`src/rtl/tx_osr_pkg.sv`:
```
// tx_osr_pkg: shared widths, count decode and stall reason codes for the TX/OSR path.
package tx_osr_pkg;
    localparam int OSR_W = 32;

    typedef enum logic [1:0] {
        STALL_NONE,
        STALL_EMPTY,
        STALL_REFILL
    } stall_e;

    // 5-bit bit counts encode 32 as 0.
    function automatic logic [5:0] decode_count(input logic [4:0] c);
        return (c == 5'd0) ? 6'd32 : {1'b0, c};
    endfunction
endpackage

```
`src/rtl/tx_fifo.sv`:
```
// tx_fifo: DEPTH x 32 circular TX buffer; pops on empty are ignored, pushes on full refused.
module tx_fifo #(
    parameter int DEPTH = 4,
    parameter int LVL_W = 3
) (
    input  logic             clk,
    input  logic             rst,
    input  logic [31:0]      wdata,
    input  logic             wvalid,
    output logic             wready,
    input  logic             pop,
    output logic [31:0]      rdata,
    output logic             empty,
    output logic [LVL_W-1:0] level
);
    localparam int PW = $clog2(DEPTH);

    logic [31:0]   mem [DEPTH];
    logic [PW-1:0] wptr;
    logic [PW-1:0] rptr;
    logic          do_push;
    logic          do_pop;

    assign wready  = level != LVL_W'(DEPTH);
    assign empty   = level == '0;
    assign do_push = wvalid && wready;
    assign do_pop  = pop && !empty;
    assign rdata   = mem[rptr];

    always_ff @(posedge clk or negedge rst) begin
        if (!rst) begin
            wptr  <= '0;
            rptr  <= '0;
            level <= '0;
        end else begin
            if (do_push) wptr <= wptr + 1'b1;
            if (do_pop) rptr <= rptr + 1'b1;
            level <= level + LVL_W'(do_push) - LVL_W'(do_pop);
        end
    end

    always_ff @(posedge clk) begin
        if (do_push) mem[wptr] <= wdata;
    end
endmodule

```
`src/rtl/tx_osr.sv`:
```
// tx_osr: TX FIFO plus output shift register serving PULL/OUT with optional autopull.
module tx_osr
    import tx_osr_pkg::*;
#(
    parameter int DEPTH = 4,
    parameter int LVL_W = 3
) (
    input  logic             clk,
    input  logic             rst,
    input  logic [31:0]      fifo_wdata,
    input  logic             fifo_wvalid,
    output logic             fifo_wready,
    output logic [LVL_W-1:0] fifo_level,
    output logic             fifo_empty,
    input  logic             shift_right,
    input  logic             autopull_en,
    input  logic [4:0]       pull_thresh,
    input  logic             pull_req,
    input  logic             pull_block,
    input  logic [31:0]      pull_fallback,
    input  logic             out_req,
    input  logic [4:0]       out_count,
    output logic [31:0]      out_data,
    output logic             stall,
    output logic [5:0]       osr_count
);
    logic [OSR_W-1:0] osr;
    logic [OSR_W-1:0] head;
    logic [OSR_W-1:0] load_val;
    logic [5:0]       n;
    logic [5:0]       thr;
    logic [6:0]       sum;
    logic             ap_need;
    logic             pop;
    logic             load;
    logic             do_out;
    stall_e           reason;

    tx_fifo #(.DEPTH(DEPTH), .LVL_W(LVL_W)) u_fifo (
        .clk    (clk),
        .rst    (rst),
        .wdata  (fifo_wdata),
        .wvalid (fifo_wvalid),
        .wready (fifo_wready),
        .pop    (pop),
        .rdata  (head),
        .empty  (fifo_empty),
        .level  (fifo_level)
    );

    always_comb begin
        n        = decode_count(out_count);
        thr      = decode_count(pull_thresh);
        ap_need  = autopull_en && osr_count >= thr;
        pop      = 1'b0;
        load     = 1'b0;
        load_val = head;
        do_out   = 1'b0;
        reason   = STALL_NONE;
        if (pull_req) begin
            // With autopull on, a PULL below threshold is a no-op.
            if (!autopull_en || ap_need) begin
                if (!fifo_empty) begin
                    pop  = 1'b1;
                    load = 1'b1;
                end else if (pull_block) begin
                    reason = STALL_EMPTY;
                end else begin
                    load     = 1'b1;
                    load_val = pull_fallback;
                end
            end
            if (out_req) reason = STALL_REFILL;
        end else if (out_req) begin
            if (ap_need) begin
                reason = fifo_empty ? STALL_EMPTY : STALL_REFILL;
                pop    = !fifo_empty;
                load   = !fifo_empty;
            end else begin
                do_out = 1'b1;
            end
        end else if (ap_need && !fifo_empty) begin
            pop  = 1'b1;
            load = 1'b1;
        end
    end

    assign sum      = {1'b0, osr_count} + {1'b0, n};
    assign stall    = rst && reason != STALL_NONE;
    assign out_data = !(rst && do_out) ? '0 :
                      shift_right ? osr & ~(32'hFFFF_FFFF << n) : osr >> (6'd32 - n);

    always_ff @(posedge clk or negedge rst) begin
        if (!rst) begin
            osr       <= '0;
            osr_count <= 6'd32;
        end else if (load) begin
            osr       <= load_val;
            osr_count <= '0;
        end else if (do_out) begin
            osr       <= shift_right ? osr >> n : osr << n;
            osr_count <= (sum > 7'd32) ? 6'd32 : sum[5:0];
        end
    end
endmodule

```
`config.mk`:
```
export PLATFORM = sky130hd
export DESIGN_NAME = tx_osr
export DESIGN_NICKNAME = d
export VERILOG_FILES = /design/src/rtl/tx_osr_pkg.sv /design/src/rtl/tx_fifo.sv /design/src/rtl/tx_osr.sv
export SDC_FILE = /design/constraint.sdc
export NUM_CORES = 1
export LEC_CHECK = 0
export ABC_CLOCK_PERIOD_IN_PS = 5770
export BUFFER_PORTS_ARGS = -buffer_cell sky130_fd_sc_hd__buf_2
export CORE_UTILIZATION = 55
export DETAILED_ROUTE_END_ITERATION = 7
export PLACE_DENSITY = 0.75
export SKIP_CTS_REPAIR_TIMING = 1
export SLEW_MARGIN = 40
export SYNTH_ARGS = -nofsm -noshare
export SYNTH_HDL_FRONTEND = slang
export SYNTH_SLANG_ARGS = --single-unit
```
`constraint.sdc`:
```
create_clock -name clk -period 5.77 [get_ports clk]
set_input_delay 0.2885 -clock clk [delete_from_list [all_inputs] [get_ports clk]]
set_output_delay 0.2885 -clock clk [all_outputs]
set_load 0.01 [all_outputs]
```
Yosys cells after proc, flatten, opt, wreduce, memory -nomap -nowiden

Memory sizes are Yosys's and may differ from the RTL's.
Index checks and enable logic that the tools add are counted.

Input port bits: 82
Bits in writable memories: 128
Memories: 1
Flip-flop bits (word level): 45
Logic and storage cells: 72
Output and inout port bits: 44

Muxes and demuxes: 37
Order comparisons: 2
Equality and inequality tests: 1
Add/sub/neg operators: 6
Bitwise gates (word level): 2
Shift-type cells: 4
Reduce and logical (&&, ||, !) cells: 14

Memories:

| name       | depth | width | read ports | clocked after Yosys merged registers in | write ports | RTL line      | source |
|---|---|---|---|---|---|---|---|
| u_fifo.mem | 4     | 32    | 1          | 0                                       | 1           | tx_fifo.sv:18 | `logic [31:0] mem [DEPTH];` |

Operator list:

| kind                    | number |
|---|---|
| $mux W32                | 9 |
| $shr A32 B6 Y32         | 2 |
| $and A32 B32 Y32        | 1 |
| $not A32 Y32            | 1 |
| $shl A32 B6 Y32         | 1 |
| $shl A32 B6 Y32 const A | 1 |
| $mux W6                 | 5 |
| $mux W1                 | 18 |
| $logic_not A5 Y1        | 2 |
| $mux W2                 | 5 |
| $add A6 B6 Y7           | 1 |
| $gt A7 B6 Y1 const B    | 1 |
| $ge A6 B6 Y1            | 1 |
| $logic_and A1 B1 Y1     | 6 |
| $sub A6 B6 Y6 const A   | 1 |
| $add A2 B1 Y2 const B   | 2 |
| $reduce_bool A2 Y1      | 2 |
| $add A3 B1 Y3           | 1 |
| $logic_not A3 Y1        | 1 |
| $ne A3 B3 Y1 const B    | 1 |
| $sub A3 B1 Y3           | 1 |
| $logic_not A1 Y1        | 2 |
| $logic_or A1 B1 Y1      | 1 |

Logic depth before layout (Yosys ltp)

Gate-level depths: netlist of the first run.

Depth after elaboration: 10
Mapped depth: 16
Mapped depth without buffers: 13

Modules after synthesis

A second synthesis of the first run with hierarchy kept.

Cells, all modules: 1336
Area total of the unflattened synthesis: 14034.7 um^2

By module, submodules not included:

| module  | area each (um^2) | instances | cells an instance |
|---|---|---|---|
| tx_osr  | 8911.0           | 1         | 1126 |
| tx_fifo | 5123.7           | 1         | 210 |

Worst setup path before layout of the first run

OpenSTA, ideal clock, no wires.

Kind: input port to output port
Start point: in out_count[1]
End point: out out_data[4]
Arrival time: 3.327 ns
Stages on the path: 13
Required time: 5.482 ns
Path slack: 2.155 ns
Buffers on the path: 7
Cells stage by stage: buf_6 buf_2 inv_2 buf_4 buf_4 ha_1 inv_1 ha_1 clkbuf_1 clkbuf_1 clkbuf_1 a311oi_1 a2111oi_0

Cells in the longest elaborated chain, start to end: 7

RTL lines:

| element                                               | RTL line         | source |
|---|---|---|
| start, declared                                       | tx_osr.sv:22     | `input logic [4:0] out_count,` |
| $logic_not A5 Y1                                      | tx_osr_pkg.sv:13 | `return (c == 5'd0) ? 6'd32 : {1'b0, c};` |
| $mux W6 (*)                                           | tx_osr_pkg.sv:13 |  |
| branches (longest 3 deep; another with $sub A6 B6 Y6) | --               |  |
| $mux W32 (*)                                          | tx_osr.sv:91     | `shift_right ? osr & ~(32'hFFFF_FFFF << n) : osr >> (6'd32 - n);` |
| $mux W32 (*)                                          | tx_osr.sv:90     | `assign out_data = !(rst && do_out) ? '0 :` |
| end, declared                                         | tx_osr.sv:23     | `output logic [31:0] out_data,` |

Mark *: on every way between the ends.

Worst setup path in the final report of the first run

Start point: reg osr_count[0]
End point: out out_data[6]

Cells in the longest elaborated chain, start to end: 7

RTL lines:

| element                | RTL line      | source |
|---|---|---|
| start, declared        | tx_osr.sv:25  | `output logic [5:0] osr_count` |
| start signal, assigned | tx_osr.sv:102 | `osr_count <= (sum > 7'd32) ? 6'd32 : sum[5:0];` |
| $ge A6 B6 Y1           | tx_osr.sv:54  | `ap_need = autopull_en && osr_count >= thr;` |
| $logic_and A1 B1 Y1    | tx_osr.sv:54  |  |
| $mux W1                | tx_osr.sv:75  | `if (ap_need) begin` |
| $mux W1                | tx_osr.sv:74  | `end else if (out_req) begin` |
| $mux W1                | tx_osr.sv:60  | `if (pull_req) begin` |
| $logic_and A1 B1 Y1    | tx_osr.sv:90  |  |
| $mux W32               | tx_osr.sv:90  |  |

No other way between the ends.

==> results of run 1 <==
==> metal layers <==
| metal | wire, microns | global-route usage, % |
|---|---|---|
| met2 | 23000 | 61.9 |
| met4 | 3380 | 25.7 |
| met1 | 18800 | 51.5 |
| met3 | 5640 | 10.1 |
| met5 | 14 | 0 |
==> per-stage QoR <==
stage / cells / hold WS (ps) / util (%)
final: 1707 / 61.0 / 61.3
after detailed placement: 1672 / 485 / 58.8
after floorplan: 1329 / -7.09 / -
after global routing: 1704 / 53.7 / 61.3
after global placement: 1671 / 481 / 58.7
after CTS: 1704 / 49.3 / 61.2
==> state kept, by name, indices dropped and copies added, names as in the netlist <==
| register | count |
|---|---|
| u_fifo.mem | 128 |
| u_fifo.wptr | 2 |
| u_fifo.rptr | 2 |
| osr_count | 6 |
| u_fifo.level | 3 |
| osr | 32 |
==> cell type report <==
| class | count | area, sq um |
|---|---|---|
| multi-input cells | 979 | 7850 |
| well taps | 324 | 405 |
| fillers | 1997 | 9390 |
| repair buffers | 160 | 893 |
| flip-flops and latches | 173 | 4970 |
| clock inverters | 14 | 168 |
| inverters | 36 | 135 |
| clock buffers | 18 | 429 |
| diodes | 3 | 7.51 |
==> layout by cell type (no fill, tap or decap), types with 6 or more instances in the layout <==
master | synthesis | final
and2_1 | 10 | 10
nor2_1 | 101 | 101
mux2_2 | 59 | 59
mux2i_1 | 110 | 110
o2111ai_1 | 9 | 9
nand2_1 | 112 | 112
ha_1 | 22 | 21
o221ai_1 | 12 | 12
a211o_1 | 6 | 6
clkbuf_16 | 0 | 17
nand3_1 | 32 | 32
a2111oi_0 | 7 | 6
xnor2_1 | 9 | 8
edfxtp_1 | 128 | 128
a221oi_1 | 13 | 13
and3_1 | 7 | 7
o21ai_0 | 63 | 62
nor3_1 | 28 | 27
a32oi_1 | 16 | 16
o21a_1 | 6 | 6
a21oi_1 | 74 | 74
inv_1 | 29 | 29
nand2b_1 | 9 | 9
o211ai_1 | 20 | 20
o31ai_1 | 6 | 6
a31oi_1 | 8 | 8
nor2b_1 | 15 | 15
buf_4 | 10 | 37
a211oi_1 | 23 | 22
mux4_2 | 66 | 66
dfrtp_1 | 44 | 42
o22ai_1 | 16 | 16
a221o_1 | 6 | 6
a22oi_1 | 39 | 39
a22o_1 | 16 | 16
buf_2 | 36 | 123
==> worst reg2reg max path: cells and delay by family, from the launching register on <==
family         cells  cell delay, ps
multiplexers       2             620
AO/OA/AOI/OAI      5            1600
flip-flops         1             690
==> power by group through the flow <==
| stage | registers (mW) | logic (mW) | clock network (mW) |
|---|---|---|---|
| 2_1_floorplan | 1.85 | 2.59 | 0 |
| 3_3_place_gp | 2.42 | 3.24 | 0 |
| 3_5_place_dp | 2.44 | 3.25 | 0 |
| 4_1_cts | 2.42 | 3.28 | 1.17 |
| 5_1_grt | 2.49 | 3.59 | 1.21 |
| 6_report | 2.50 | 3.37 | 1.16 |
==> worst max path at each step <==
stage | cells after the start | slack, ps | to
CTS | 10 | 1840 | out_data[6]
floorplan | 13 | 2150 | out_data[4]
detailed placement | 11 | 2240 | osr_count[0]$_DFFE_PN0P_
global placement | 8 | 2320 | osr[9]$_DFFE_PN0P_
global route | 10 | 1510 | out_data[12]
finish | 10 | 1780 | out_data[6]
==> logic make-up (layout without fill, tap and decap cells) <==
logic type / after synthesis / count (layout) / share of synthesized area, %
other: 0 / 3 / 0
AND/OR/NAND/NOR: 331 / 331 / 11.0
buffers and inverters: 177 / 228 / 5.75
flip-flops: 173 / 173 / 36.7
AO/OA/AOI/OAI: 377 / 377 / 19.3
multiplexers: 236 / 236 / 24.1
adder cells (fa/ha/maj): 24 / 24 / 2.33
XOR/XNOR: 11 / 11 / 0.768
==> qor.yml, run 1 <==
detailed_routing:
  vias: 12400
  drtIter0Drc: 1711
  wirelength_microns: 50800
  wl_per_cell_microns: 29.8
  viasPerCell: 7.24
  drc_errors: 0
  ant_nets: 0
  dr.pass1.iters: 6
clock_tree:
  path_clk_slew_ps: 70
  clock-root-buffer: "clkbuf_16"
  htreeDepth: 4
  clock_sinks: 173
  cts_buffers: 17
  clockBufferDepth: 2
  clock_latency_ps: 440
  tritoncts: "yes"
setup_path:
  crit_slowest_cell: "a2111oi_0"
  r2r_slack_ps: 2700
  crit_family: "compound AO/OA/AOI/OAI gates"
  crit_path_max_fanout: 30
  crit_buf_inv: 3
  end_kind: "output port"
  cp-startpoint: "osr_count[0]$_DFFE_PN0P_"
  critical_path_required_ps: 5480
  path_cells: "inv_1, ha_1, nand2b_1, a211oi_1, o21a_1, o21a_1, buf_4, nand2_1, a2111oi_0, buf_2"
  crit_top_cell: "o21a_1"
  worst-r2r-cell-count: 7
  setup.worst_path.class: "reg -> out"
  r2r-start: "osr[20]$_DFFE_PN0P_"
  startpoint_type: "flip-flop"
  max_stage_delay_ps: 630
  r2r_end: "osr[31]$_DFFE_PN0P_"
  arrival_ps: 3700
sta:
  setup_tns_ps: 0
  fin_worst_skew_ps: 12.8
  hold_violations: 0
  period_minus_slack_ps: 3990
  slew_viol_final: 0
  grt_setup_unrepaired: "false"
  period_share_pct: 69.1
  fmax_mhz: 251
  setup_slack_ps: 1780
  worst_pin_slew_ps: 905
  setup-violations-final: 0
  slew_headroom_pct: 39.7
synth:
  ys_seq_area_share_pct: 36.7
  yosys.cell_count.top_type: "edfxtp_1"
  ys_warn_count: 0
  yosysTopAreaCell: "edfxtp_1"
  synth_top_cell_area_share_pct: 28.4
  ys_seq_elements: 173
  synth_fp_nets: 1435
  ys_types: 76
  synth_commonest_cells: "128 x edfxtp_1, 112 x nand2_1, 110 x mux2i_1"
  syn_area_per_cell_sq_um: 10.2
  synthCells: 1329
  netlist_top_cells_area: "edfxtp_1 28%, mux4_2 11%, dfrtp_1 8.1%"
  synth_ff_type: "edfxtp_1"
  synth_edf_count: 128
  netlist_area_sq_um: 13500
  async_reset_ff_share_pct: 26.0
run:
  drv_cap: 0
power:
  worst_ir_drop_vdd_uv: 315
  netSwitchingFraction_pct: 46.7
  power_mw: 7.03
  p_int_mw: 3.75
  power_frac_comb_pct: 48.0
  leakagePower_nw: 5.68
  power_density_nw_per_um2: 473
  power_frac_seq_pct: 35.6
  p_switching_mw: 3.28
  p_clk_share_pct: 16.4
cells_and_area:
  final_nets: 1473
  area_delta_synth_final_pct: 9.82
  drive_above_1_share_pct: 24.3
  stdcell_area_sq_um: 14900
placed_design:
  hpwl_microns: 36100
  port_buffers: 125
  pre_cts_ws_ps: 2240
  placed_area_sq_um: 14300
  finalWeightedCongestion: 1.08
floorplan:
  floorplan.initialDensity_pct: 55.8
  die_width_microns: 159
  core_area_sq_um: 24200
  dieArea_sq_um: 25200
  fp.dieH_microns: 159
  boundaryPins: 126
  std_cell_rows: 57
global_routing:
  grt_pass1_vias: 12100
  grt_max_degree: 60
  grt_pass1_wl_microns: 76200
  antenna_found_initial: 5
  grt_util_all_layers_pct: 40.5
  grt_overflow_total: 0
worst_hold_path:
  min_delay_path_depth: 1
  min_path_type: "in -> reg"
  hold_end: "u_fifo.mem[1][22]$_DFFE_PP_"
  hold_start: "fifo_wdata[22]"
run_status:
  status: "finished, final reports clean"
(Power assumes the default switching activity.)
==> inputs of run 2 (changes only) <==
--- a/config.mk
+++ b/config.mk
@@ -5,11 +5,11 @@
 export SDC_FILE = /design/constraint.sdc
 export NUM_CORES = 1
 export LEC_CHECK = 0
-export ABC_CLOCK_PERIOD_IN_PS = 5770
+export ABC_CLOCK_PERIOD_IN_PS = 3300
 export BUFFER_PORTS_ARGS = -buffer_cell sky130_fd_sc_hd__buf_2
 export CORE_UTILIZATION = 55
 export DETAILED_ROUTE_END_ITERATION = 7
-export PLACE_DENSITY = 0.75
+export PLACE_DENSITY = 0.78
 export SKIP_CTS_REPAIR_TIMING = 1
 export SLEW_MARGIN = 40
 export SYNTH_ARGS = -nofsm -noshare
==> constraint.sdc (replaced) <==
create_clock -name clk -period 3.3 [get_ports clk]
set_input_delay 0.165 -clock clk [delete_from_list [all_inputs] [get_ports clk]]
set_output_delay 0.165 -clock clk [all_outputs]
set_load 0.01 [all_outputs]
==> run 2 against run 1 <==
Compared with the run above:
- worst setup slack lost 1700 ps
- combinational power up 100%
- wire length is 12% higher
- global-route usage rose by 3.1 points
- worst hold slack worse by 53 ps
- highest routed layer is now met4
==> qor.yml, run 2 (synthesis gave the netlist of run 1 again) <==
floorplan:
  std_cell_rows: 57  # unchanged
  fp.dieH_microns: 159  # unchanged
  dieArea_sq_um: 25200  # unchanged
  floorplan.initialDensity_pct: 55.8  # unchanged
  boundaryPins: 126  # unchanged
  core_area_sq_um: 24200  # unchanged
  die_width_microns: 159  # unchanged
sta:
  grt_setup_unrepaired: "false"  # unchanged
  period_share_pct: 97.5
  setup-violations-final: 0  # unchanged
  slew_viol_final: 0  # unchanged
  fmax_mhz: 311
  slew_headroom_pct: 32.5  # was 39.7%
  setup_slack_ps: 83.8  # was 1780 ps
  hold_violations: 0  # unchanged
  worst_pin_slew_ps: 1010  # was 905 ps
  hold_slack_ps: 8.40  # was 61.0 ps
  period_minus_slack_ps: 3220
  fin_worst_skew_ps: 17.2  # was 12.8 ps
clock_tree:
  clockBufferDepth: 2  # unchanged
  clock_latency_ps: 440  # about the same
  clock-root-buffer: "clkbuf_16"  # unchanged
  path_clk_slew_ps: 80  # was 70 ps
  cts_buffers: 17  # unchanged
  htreeDepth: 4  # unchanged
  clock_sinks: 173  # unchanged
  tritoncts: "yes"  # unchanged
cells_and_area:
  top_register: "u_fifo.mem"  # unchanged
  final_cell_mix: "128 x edfxtp_1, 122 x buf_2, 111 x nand2_1, 110 x mux2i_1, 101 x nor2_1"  # was 128 x edfxtp_1, 123 x buf_2, 112 x nand2_1, 110 x mux2i_1, 101 x nor2_1
  drive_above_1_share_pct: 27.5  # was 24.3%
  top_regs: "u_fifo.mem x128, osr x32, osr_count x6"  # unchanged
  area_delta_synth_final_pct: 16.5  # was 9.82%
  largest_reg_flops: 128  # unchanged
  stdcell_area_sq_um: 15800  # was 14900 sq um
  final_nets: 1573  # was 1473
  layout.cells.most_common: "edfxtp_1"  # unchanged
detailed_routing:
  viasPerCell: 7.33  # was 7.24
  ant_nets: 0  # unchanged
  wl_per_cell_microns: 31.6  # was 29.8 microns
  vias: 13200  # was 12400
  drc_errors: 0  # unchanged
  drtIter0Drc: 1770  # was 1711
  dr.pass1.iters: 6  # unchanged
  wirelength_microns: 57100  # was 50800 microns
global_routing:
  grt_util_all_layers_pct: 43.6  # was 40.5%
  grt_max_degree: 54  # was 60
  antenna_found_initial: 1  # was 5
  grt_overflow_total: 0  # unchanged
  grt_pass1_vias: 12600  # was 12100
  grt_pass1_wl_microns: 80900  # was 76200 microns
power:
  power_density_nw_per_um2: 824  # was 473 nW/um^2
  worst_ir_drop_vdd_uv: 738  # was 315 uV
  power_mw: 13.0  # was 7.03 mW
  leakagePower_nw: 6.16  # was 5.68 nW
placed_design:
  finalWeightedCongestion: 1.09  # was 1.08
  port_buffers: 125  # unchanged
  placed_area_sq_um: 14800  # was 14300 sq um
  hpwl_microns: 40500  # was 36100 microns
  pre_cts_ws_ps: 268  # was 2240 ps
setup_path:
  crit_path_max_fanout: 11  # was 30
  arrival_ps: 3050  # was 3700 ps
  critical_path_required_ps: 3130  # was 5480 ps
  startpoint_type: "flip-flop"  # unchanged
  setup.worst_path.class: "reg -> out"  # unchanged
  end_kind: "output port"  # unchanged
run:
  drv_cap: 0  # unchanged
run_status:
  status: "finished, final reports clean"  # unchanged
worst_hold_path:
  min_path_type: "in -> async"  # was in -> reg
run 2: cell count changes in the layout (fill, tap and decap cells not counted), sizes merged:
cell         delta
inv             -3
buf            +66
bufinv          -1
diode           -2
clkbuf          -1
dlygate4sd3    +34
clkinv          +5
run 2: metrics by stage:
step                TNS (ps)  instances  utilization [%]
floorplan                  0       1329                -
global placement           0       1738             60.9
detailed placement         0       1738             60.9
CTS                     -369       1770             63.5
global route               0       1804             65.0
finish                     0       1805             65.0
run 2: final timing paths:
kind | startpoint | to | slack, ps | depth (start not counted)
max | osr[22]$_DFFE_PN0P_ | out_data[0] | 80 | 8
min | rst | osr[30]$_DFFE_PN0P_ | 8 | 2
max reg2reg | osr_count[0]$_DFFE_PN0P_ | u_fifo.level[2]$_DFF_PN0_ | 320 | 13
min reg2reg | osr_count[5]$_DFFE_PN1P_ | osr_count[5]$_DFFE_PN1P_ | 510 | 2
max in group asynchronous | rst | u_fifo.rptr[0]$_DFFE_PN0P_ | 2800 | 2
min in group clk | pull_fallback[19] | osr[19]$_DFFE_PN0P_ | 20 | 3
run 2: final cells by class:
class                      instances  area, sq um
antenna                            1         2.50
clock inverter                    15          188
inverter                          36          135
timing repair buffer             260         1780
clock buffer                      17          425
fill                            1904         8480
multi-input combinational        979         7860
sequential                       173         4970
tap                              324          405
run 2: critical path, cell delays in order, from the launching register on:
cell	delay (ps)
dfrtp_1	830
mux2i_1	310
nand2_1	130
o21ai_0	130
mux2_2	360
a21oi_1	240
nor2_1	60
nor4_1	330
buf_2	200
run 2: power breakdown:
group	switching (mW)	total (mW)	internal (mW)
registers	1.20	4.16	2.96
clock network	1.05	2.08	1.03
logic	3.91	6.75	2.84
run 2: per-layer routing:
| layer | routed length [microns] | part of all wire (%) | track usage [%] |
|---|---|---|---|
| met2 | 25800 | 45 | 67.7 |
| met4 | 4370 | 7.7 | 27.9 |
| met3 | 6110 | 11 | 9.82 |
| met1 | 20800 | 36 | 55.2 |
| met5 | 0 | 0 | 0 |
